`config.mk`:
```
export PLATFORM = sky130hd
export DESIGN_NAME = pe_input_feeder
export DESIGN_NICKNAME = d
export VERILOG_FILES = /design/src/rtl/pe_pkg.sv /design/src/rtl/feeder_out_reg.sv /design/src/rtl/pe_input_feeder.sv
export SDC_FILE = /design/constraint.sdc
export NUM_CORES = 1
export LEC_CHECK = 0
export BUFFER_PORTS_ARGS = -buffer_cell sky130_fd_sc_hd__clkbuf_2
export CORE_ASPECT_RATIO = 0.9
export CORE_UTILIZATION = 55
export DETAILED_ROUTE_END_ITERATION = 8
export GPL_TIMING_DRIVEN = 0
export PLACE_DENSITY = 0.81
export SYNTH_ARGS = -nofsm -noshare
export SYNTH_HDL_FRONTEND = slang
export SYNTH_HIERARCHICAL = 1
export SYNTH_SLANG_ARGS = --single-unit
```
`constraint.sdc`:
```
create_clock -name clk -period 2.7 [get_ports clk]
set_input_delay 0.135 -clock clk [delete_from_list [all_inputs] [get_ports clk]]
set_output_delay 0.135 -clock clk [all_outputs]
set_load 0.005 [all_outputs]
```
`src/rtl/pe_pkg.sv`:
```
`default_nettype none
// ============================================================================
// Module      : pe_pkg
// Description : Shared state encoding, flag positions and default widths for
//               the PE input feeder and the PE itself.
// Revision    : 1.0 - initial release
// ============================================================================
package pe_pkg;

    localparam int c_default_element_width     = 16;
    localparam int c_default_filter_size_width = 4;
    localparam int c_default_row_len_width     = 8;
    localparam int c_default_num_rows_width    = 8;

    // Flag positions inside an IFMAP word of default element width
    localparam int SOR_BIT = c_default_element_width + 1;
    localparam int EOR_BIT = c_default_element_width;

    typedef enum logic [1:0] {
        IDLE        = 2'd0,
        LOAD_FILTER = 2'd1,
        SEND_ROW    = 2'd2,
        DONE        = 2'd3
    } feeder_state_t;

endpackage
`default_nettype wire

```
`src/rtl/feeder_out_reg.sv`:
```
`default_nettype none
// ============================================================================
// Module      : feeder_out_reg
// Description : Registered word-plus-write-enable output stage. The word holds
//               its last value while the enable is low.
// Revision    : 1.0 - initial release
// ============================================================================
module feeder_out_reg #(
    parameter int WIDTH = 16
) (
    input  logic             clk,
    input  logic             rst,
    input  logic             i_load,
    input  logic [WIDTH-1:0] i_data,
    output logic [WIDTH-1:0] o_data,
    output logic             o_wen
);

    logic [WIDTH-1:0] r_data;
    logic             r_wen;

    always_ff @(posedge clk or negedge rst) begin
        if (!rst) begin
            r_data <= '0;
            r_wen  <= 1'b0;
        end else begin
            r_wen <= i_load;
            if (i_load) begin
                r_data <= i_data;
            end
        end
    end

    assign o_data = r_data;
    assign o_wen  = r_wen;

endmodule
`default_nettype wire

```
`src/rtl/pe_input_feeder.sv`:
```
`default_nettype none
// ============================================================================
// Module      : pe_input_feeder
// Description : Frames filter elements then flagged IFMAP rows into the PE
//               write ports, paced by the PE almost-full indications.
//               Optional FEEDER_FILTER_REUSE_EN adds reuse_filter to skip the
//               filter phase.
// Revision    : 1.0 - initial release
// ============================================================================
module pe_input_feeder
    import pe_pkg::*;
#(
    parameter int ELEMENT_WIDTH     = c_default_element_width,
    parameter int FILTER_SIZE_WIDTH = c_default_filter_size_width,
    parameter int ROW_LEN_WIDTH     = c_default_row_len_width,
    parameter int NUM_ROWS_WIDTH    = c_default_num_rows_width
) (
    input  logic                         clk,
    input  logic                         rst,
    input  logic                         start,
`ifdef FEEDER_FILTER_REUSE_EN
    input  logic                         reuse_filter,
`endif
    input  logic [FILTER_SIZE_WIDTH-1:0] filter_size,
    input  logic [ROW_LEN_WIDTH-1:0]     row_len,
    input  logic [NUM_ROWS_WIDTH-1:0]    num_rows,
    input  logic                         filt_valid,
    output logic                         filt_ready,
    input  logic [ELEMENT_WIDTH-1:0]     filt_data,
    input  logic                         ifmap_valid,
    output logic                         ifmap_ready,
    input  logic [ELEMENT_WIDTH-1:0]     ifmap_data,
    input  logic                         filter_full,
    input  logic                         ifmap_full,
    output logic [ELEMENT_WIDTH-1:0]     FILTER,
    output logic                         write_en_filter,
    output logic [ELEMENT_WIDTH+1:0]     IFMAP,
    output logic                         write_en_IFMAP,
    output logic                         busy,
    output logic                         done
);

    localparam logic [FILTER_SIZE_WIDTH-1:0] c_filt_one = 1;
    localparam logic [ROW_LEN_WIDTH-1:0]     c_elem_one = 1;
    localparam logic [NUM_ROWS_WIDTH-1:0]    c_row_one  = 1;

    feeder_state_t                r_state;
    logic [FILTER_SIZE_WIDTH-1:0] r_filter_size;
    logic [FILTER_SIZE_WIDTH-1:0] r_filt_cnt;
    logic [ROW_LEN_WIDTH-1:0]     r_row_len;
    logic [ROW_LEN_WIDTH-1:0]     r_elem_cnt;
    logic [NUM_ROWS_WIDTH-1:0]    r_num_rows;
    logic [NUM_ROWS_WIDTH-1:0]    r_row_cnt;
    logic                         r_busy;
    logic                         r_done;

    logic                         w_skip_filter;
    logic                         w_cfg_filter_empty;
    logic                         w_cfg_ifmap_empty;
    logic                         w_lat_ifmap_empty;
    logic                         w_filt_fire;
    logic                         w_ifmap_fire;
    logic                         w_filt_last;
    logic                         w_elem_last;
    logic                         w_row_last;
    logic                         w_sor;
    logic                         w_eor;
    logic [ELEMENT_WIDTH+1:0]     w_ifmap_word;

`ifdef FEEDER_FILTER_REUSE_EN
    assign w_skip_filter = reuse_filter;
`else
    assign w_skip_filter = 1'b0;
`endif

    // IDLE decides on the live inputs; later phases only see latched values
    assign w_cfg_filter_empty = (filter_size == '0) | w_skip_filter;
    assign w_cfg_ifmap_empty  = (row_len == '0) | (num_rows == '0);
    assign w_lat_ifmap_empty  = (r_row_len == '0) | (r_num_rows == '0);

    assign w_filt_fire  = (r_state == LOAD_FILTER) & filt_valid  & ~filter_full;
    assign w_ifmap_fire = (r_state == SEND_ROW)    & ifmap_valid & ~ifmap_full;
    assign filt_ready   = w_filt_fire;
    assign ifmap_ready  = w_ifmap_fire;

    assign w_filt_last  = (r_filt_cnt + c_filt_one) == r_filter_size;
    assign w_elem_last  = (r_elem_cnt + c_elem_one) == r_row_len;
    assign w_row_last   = (r_row_cnt + c_row_one) == r_num_rows;

    assign w_sor        = (r_elem_cnt == '0);
    assign w_eor        = w_elem_last;
    assign w_ifmap_word = {w_sor, w_eor, ifmap_data};

    always_ff @(posedge clk or negedge rst) begin
        if (!rst) begin
            r_state       <= IDLE;
            r_filter_size <= '0;
            r_filt_cnt    <= '0;
            r_row_len     <= '0;
            r_elem_cnt    <= '0;
            r_num_rows    <= '0;
            r_row_cnt     <= '0;
            r_busy        <= 1'b0;
            r_done        <= 1'b0;
        end else begin
            r_done <= 1'b0;
            case (r_state)
                IDLE: begin
                    if (start) begin
                        r_filter_size <= filter_size;
                        r_row_len     <= row_len;
                        r_num_rows    <= num_rows;
                        r_filt_cnt    <= '0;
                        r_elem_cnt    <= '0;
                        r_row_cnt     <= '0;
                        r_busy        <= 1'b1;
                        if (!w_cfg_filter_empty) begin
                            r_state <= LOAD_FILTER;
                        end else if (!w_cfg_ifmap_empty) begin
                            r_state <= SEND_ROW;
                        end else begin
                            r_state <= DONE;
                            r_done  <= 1'b1;
                        end
                    end
                end
                LOAD_FILTER: begin
                    if (w_filt_fire) begin
                        if (w_filt_last) begin
                            r_filt_cnt <= '0;
                            if (w_lat_ifmap_empty) begin
                                r_state <= DONE;
                                r_done  <= 1'b1;
                            end else begin
                                r_state <= SEND_ROW;
                            end
                        end else begin
                            r_filt_cnt <= r_filt_cnt + c_filt_one;
                        end
                    end
                end
                SEND_ROW: begin
                    if (w_ifmap_fire) begin
                        if (w_elem_last) begin
                            r_elem_cnt <= '0;
                            if (w_row_last) begin
                                r_state <= DONE;
                                r_done  <= 1'b1;
                            end else begin
                                r_row_cnt <= r_row_cnt + c_row_one;
                            end
                        end else begin
                            r_elem_cnt <= r_elem_cnt + c_elem_one;
                        end
                    end
                end
                DONE: begin
                    r_state <= IDLE;
                    r_busy  <= 1'b0;
                end
                default: begin
                    r_state <= IDLE;
                    r_busy  <= 1'b0;
                end
            endcase
        end
    end

    assign busy = r_busy;
    assign done = r_done;

    feeder_out_reg #(
        .WIDTH (ELEMENT_WIDTH)
    ) u_filter_out (
        .clk    (clk),
        .rst    (rst),
        .i_load (w_filt_fire),
        .i_data (filt_data),
        .o_data (FILTER),
        .o_wen  (write_en_filter)
    );

    feeder_out_reg #(
        .WIDTH (ELEMENT_WIDTH + 2)
    ) u_ifmap_out (
        .clk    (clk),
        .rst    (rst),
        .i_load (w_ifmap_fire),
        .i_data (w_ifmap_word),
        .o_data (IFMAP),
        .o_wen  (write_en_IFMAP)
    );

endmodule
`default_nettype wire

```
Yosys cells after proc, flatten, opt, wreduce, memory -nomap -nowiden. Cells that the tools add are included.

Bits in registers: 80. Input port bits: 59. Output and inout port bits: 40.

Add/sub/neg operators: 3. Eq/ne operators: 13. Mux-type cells: 34. Bitwise operators: 8. Reductions and logical operators: 16.

Operator list (number): 2-to-1 mux 8 bit (6); logical NOT 8 bit (5); one-hot mux 8 bit (2 select lines) (2); adder 8 x 1 -> 8 bit, second input constant (2); equality test 8 bit (2); 2-to-1 mux 2 bit (7); 2-to-1 mux 1 bit (12); 2-to-1 mux 4 bit (3); != test 2 bit, second input constant (5); one-hot mux 2 bit (4 select lines) (1); one-hot mux 4 bit (2 select lines) (1); AND reduction 3 bit (2); AND reduction 6 bit (1); nonzero test 2 bit (3); AND reduction 5 bit (1); adder 4 x 1 -> 4 bit, second input constant (1); bitwise AND 1 bit (4); equality test 2 bit, second input constant (2); equality test 4 bit (1); logical NOT 4 bit (1); != test 2 x 1 -> 1 bit, second input constant (2); AND reduction 2 bit (2); one-hot mux 1 bit (3 select lines) (1); equality test 2 x 1 -> 1 bit, second input constant (1); 4 further kinds (6).

Logic depth before layout (Yosys ltp).
Depth in word-level cells: 6. Mapped depth: 10. Depth with buffers taken out: 8.

Cells and area by module. The synthesis kept the hierarchy.

Modules (own cells, without submodules): pe_input_feeder (times used 1, cells each 312, area each 2994.1 µm²); feeder_out_reg (u_ifmap_out) (times used 1, cells each 39, area each 747.0 µm²); feeder_out_reg (u_filter_out) (times used 1, cells each 35, area each 674.4 µm²).

Worst setup path after synthesis. No wires, ideal clock.

Path kind: register -> register. Start point: reg r_row_cnt[0]. End point: reg r_state[0]. Setup time: 128 ps. Data arrival time: 2313 ps. Data required time: 2572 ps. Slack: 259 ps. Cell stages (with the launch flop): 9. Clock period less this slack: 2441 ps. Cells stage by stage: dfrtp_1 > ha_1 > buf_2 > inv_1 > or3_1 > a2111oi_1 > a31oi_1 > nor3_1 > mux2_1.

Word-level cells in the longest chain between the ends: 4.

RTL lines: from (decl) (RTL line pe_input_feeder.sv:53) `logic [NUM_ROWS_WIDTH-1:0] r_row_cnt;`; from (signal assigned) (RTL line pe_input_feeder.sv:150) `r_row_cnt <= r_row_cnt + c_row_one;`; adder 8 x 1 -> 8 bit (RTL line pe_input_feeder.sv:88) `assign w_row_last = (r_row_cnt + c_row_one) == r_num_rows;`; equality test 8 bit (RTL line pe_input_feeder.sv:88); != test 2 bit (no source line); AND reduction 6 bit (no source line); to (signal assigned) (RTL line pe_input_feeder.sv:96) `r_state <= IDLE;`; to (signal assigned) (RTL line pe_input_feeder.sv:118) `r_state <= LOAD_FILTER;`; to (signal assigned) (RTL line pe_input_feeder.sv:120) `r_state <= SEND_ROW;`; to (decl) (RTL line pe_input_feeder.sv:47) `feeder_state_t r_state;`.

No other way between the ends. A chain may end at the register's enable or synchronous reset.

Final worst setup path.
Start point: reg r_elem_cnt[0]. End point: reg r_elem_cnt[0].

Word-level cells in the longest chain between the ends: 5.

RTL lines: from (decl) (RTL line pe_input_feeder.sv:51) `logic [ROW_LEN_WIDTH-1:0] r_elem_cnt;`; from (signal assigned) (RTL line pe_input_feeder.sv:153) `r_elem_cnt <= r_elem_cnt + c_elem_one;`; adder 8 x 1 -> 8 bit * (RTL line pe_input_feeder.sv:87, pe_input_feeder.sv:153); equality test 8 bit (RTL line pe_input_feeder.sv:87) `assign w_elem_last = (r_elem_cnt + c_elem_one) == r_row_len;`; 2-to-1 mux 8 bit * (RTL line pe_input_feeder.sv:144) `if (w_elem_last) begin`; 2-to-1 mux 8 bit * (RTL line pe_input_feeder.sv:143) `if (w_ifmap_fire) begin`; one-hot mux 8 bit (2 select lines) * (RTL line pe_input_feeder.sv:107) `case (r_state)`.

Mark *: on every way between the ends. The rest lies on a longest branch, timed or not. The select of a mux whose other input is x is not followed.

==> metrics.txt <==
result of the run finished clean; crit path max fanout 8; crit path kind flip-flop to flip-flop; die width between 90 and 100 um; crit path launch r_elem_cnt[0]$_DFFE_PN0P_; gr busiest metal met2; Synth cell types 68; Diodes inserted 0; Yosys top cell by area dfrtp_1; CTS tree done; hold crit path type primary input to flip-flop; Slew Viols, Final 0; dpl cell area 0.005049 sq mm; actual slew at the worst max-slew pin 0.6741 ns; post-route cell area approximately 0.0056 sq mm; Leak 2.557 nW; clock transition time at the flip-flop clock pins of the worst setup and hold paths approximately 0.08 ns; most frequent cells in the layout clkbuf_2, dfrtp_1, mux2_2, nand2_1, dlygate4sd3_1; CTS H-tree lvls 3; Setup-failing EPs final 0; final wirelength 10.28 mm; synth top area cells dfrtp_1, mux2_2, mux2_4, xnor2_1, nand2_1; ANT nets after route 0; I/O Buffers 98; share of cells above drive strength 1 0.3977; Vias per Instance 5.707; syn_nets 453; via count about 3600; Async SR Flop Fraction 1.000; R2R Setup Slk 0.14 ns; pwr dens 1047 mW/mm^2; warnings from Yosys 6; Layout Utilization 0.7286; fmax about 0.4 GHz; TNS Setup 0 ns; synthesized flop and latch total 80; worst r2r src r_elem_cnt[0]$_DFFE_PN0P_; Setup Skew 0.01062 ns; Tot GR Track Use 0.2567; CP arrival 2.81 ns; router iterations before antenna repair 4; clk buf depth 2; commonest non-fill, non-tap cell in the layout clkbuf_2; # DRC 0; number of synthesized flops with an enable pin 0; top-area cell type share of the netlist area 0.4534; antenna violations before repair 0; crit end category flip-flop; Global Route met2 Usage 0.4411; met1 Resource Use GR 0.3250; vias in the first global route roughly 3600; Clock Sinks 80; final hold violations 0; Placer Congestion 0.8967; Primary FF master, synth dfrtp_1; WL/cell 16.47 um; crit path time final 2.564 ns; Worst slew margin 0.5459; hold path start ifmap_data[15]; Nets 590; Syn Std Cell Area 0.004415 sq mm; total power 5.840 mW; GR Overflow Total 0; Clk Latency, worst-skew pair 0.36 ns; first-pass GRT wire length 16.50 mm; met3 GRT Util 0.05585; Post-Layout Cell Count roughly 620; Core Rows 30; I/O Pins 99; DP Wirelength 7.322 mm; cells after synthesis 386; Starting DRT DRC Count between 150 and 200; max-cap viol count 0; Starting Density 0.5766; Avg Synthesized Cell Area between 10 and 15 sq um; sequential area share after synthesis 0.4534; Area Growth Syn to Fin 26.35%; TritonCTS buffer count 9; Tcrit/Tclk final 0.9497; Post-Place Cells 581; die height 87 um; CP Launch Type flip-flop; clk root buf clkbuf_8; DIE AREA 0.008391 sq mm; FILL cells 546; Core Box Area 0.007657 sq mm; largest net degree at the start of global routing 42; critical path required time ~3 ns; VDD IR-drop max approximately 0.66 mV
area by class of cell:
cell class	count	area (sq um)	share of cell area
clock inverter	7	102.6	0.01839
buffer	18	155.1	0.02781
clock buffer	9	123.9	0.02220
multi-input combinational	277	2258	0.4048
sequential	80	2004	0.3593
timing repair buffer	126	773.2	0.1386
inverter	11	41.29	0.007401
tap	96	120.1	0.02153
per-stage QoR:
stage | worst slack (ns) | hold slack (ns)
after floorplan | 0.2592 | -0.1606
after global placement | -0.01674 | 0.3668
after detailed placement | -0.1319 | 0.1918
after CTS | 0.01587 | 0.000005551
after global routing | -0.01001 | 0.001074
final | 0.1357 | 0.008827
Yosys cell counts (3+ instances only):
| cell type | n |
|---|---|
| dfrtp_1 | 80 |
| mux2_2 | 35 |
| nand2_1 | 29 |
| mux2_4 | 20 |
| nor2_1 | 15 |
| o21ai_0 | 14 |
| xnor2_1 | 14 |
| a21oi_1 | 11 |
| inv_1 | 11 |
| nand3_1 | 11 |
| nor4_1 | 11 |
| xor2_1 | 9 |
| ha_1 | 8 |
| nor3_1 | 7 |
| o211ai_1 | 7 |
| nand2b_1 | 6 |
| nand4_1 | 6 |
| and3_1 | 5 |
| buf_6 | 5 |
| a22o_1 | 4 |
| a31oi_1 | 4 |
| buf_4 | 4 |
| clkbuf_1 | 4 |
| or3_1 | 4 |
| a211oi_1 | 3 |
| and2_1 | 3 |
| nand3b_1 | 3 |
| nor2b_1 | 3 |
| or2_2 | 3 |
state kept, by name (all words and copies together), names as in the netlist:
name and count:
done 1, r_filt_cnt 4, r_filter_size 4, r_state 2, u_ifmap_out/o_wen 1, r_row_cnt 8
busy 1, r_elem_cnt 8, r_row_len 8, u_ifmap_out/o_data 18, u_filter_out/o_wen 1, r_num_rows 8
u_filter_out/o_data 16
routing by layer:
| metal | vias to the layer above | routed length (um) | part of all wire |
|---|---|---|---|
| met2 | 128 | 4952 | 0.48 |
| met5 | - | 0 | 0 |
| met1 | 1729 | 4495 | 0.44 |
| met4 | 0 | 135 | 0.013 |
| met3 | 12 | 696 | 0.068 |
| li1 | 1692 | - | - |
worst max-delay path, cell delays in order, from the launching register on:
cell and delay (ns):
dfrtp_1 0.45, ha_1 0.30, nor2b_1 0.15, or3_1 0.39, a311oi_4 0.38, a31o_2 0.32, nor2_1 0.14, mux2_2 0.33
where the power goes:
part / switching [mW] / internal (mW) / leakage (nW)
logic: 1.30 / 1.40 / 1.46
registers: 0.415 / 1.72 / 0.980
clock network: 0.474 / 0.533 / 0.116
total: 2.19 / 3.65 / 2.56
timing repair:
action / in CTS / in global routing
endpoints found under the hold margin: 62 / 0
setup endpoints to repair: 1 / 5
hold buffers: 23 / 0
pin swaps: 0 / 1
resized for setup: 2 / 5
buffers inserted: 0 / 4
final timing paths:
check,endpoint,cells after the start
max,r_elem_cnt[0]$_DFFE_PN0P_,7
min,u_ifmap_out/o_data[15]$_DFFE_PN0P_,2
max reg2reg,r_elem_cnt[0]$_DFFE_PN0P_,7
min reg2reg,u_filter_out/o_data[8]$_DFFE_PN0P_,1
max in group asynchronous,r_elem_cnt[3]$_DFFE_PN0P_,3
min in group asynchronous,u_ifmap_out/o_data[10]$_DFFE_PN0P_,2
kinds of logic after synthesis:
logic type / share of synthesized area
DFF: 0.4534
adders and majority gates: 0.02267
AOI/OAI and AO/OA: 0.1068
and+or+nand+nor: 0.1595
muxes: 0.1621
buffers and inverters: 0.04449
xor gates and xnor gates: 0.05101
Power figures use the tool's default switching activity.
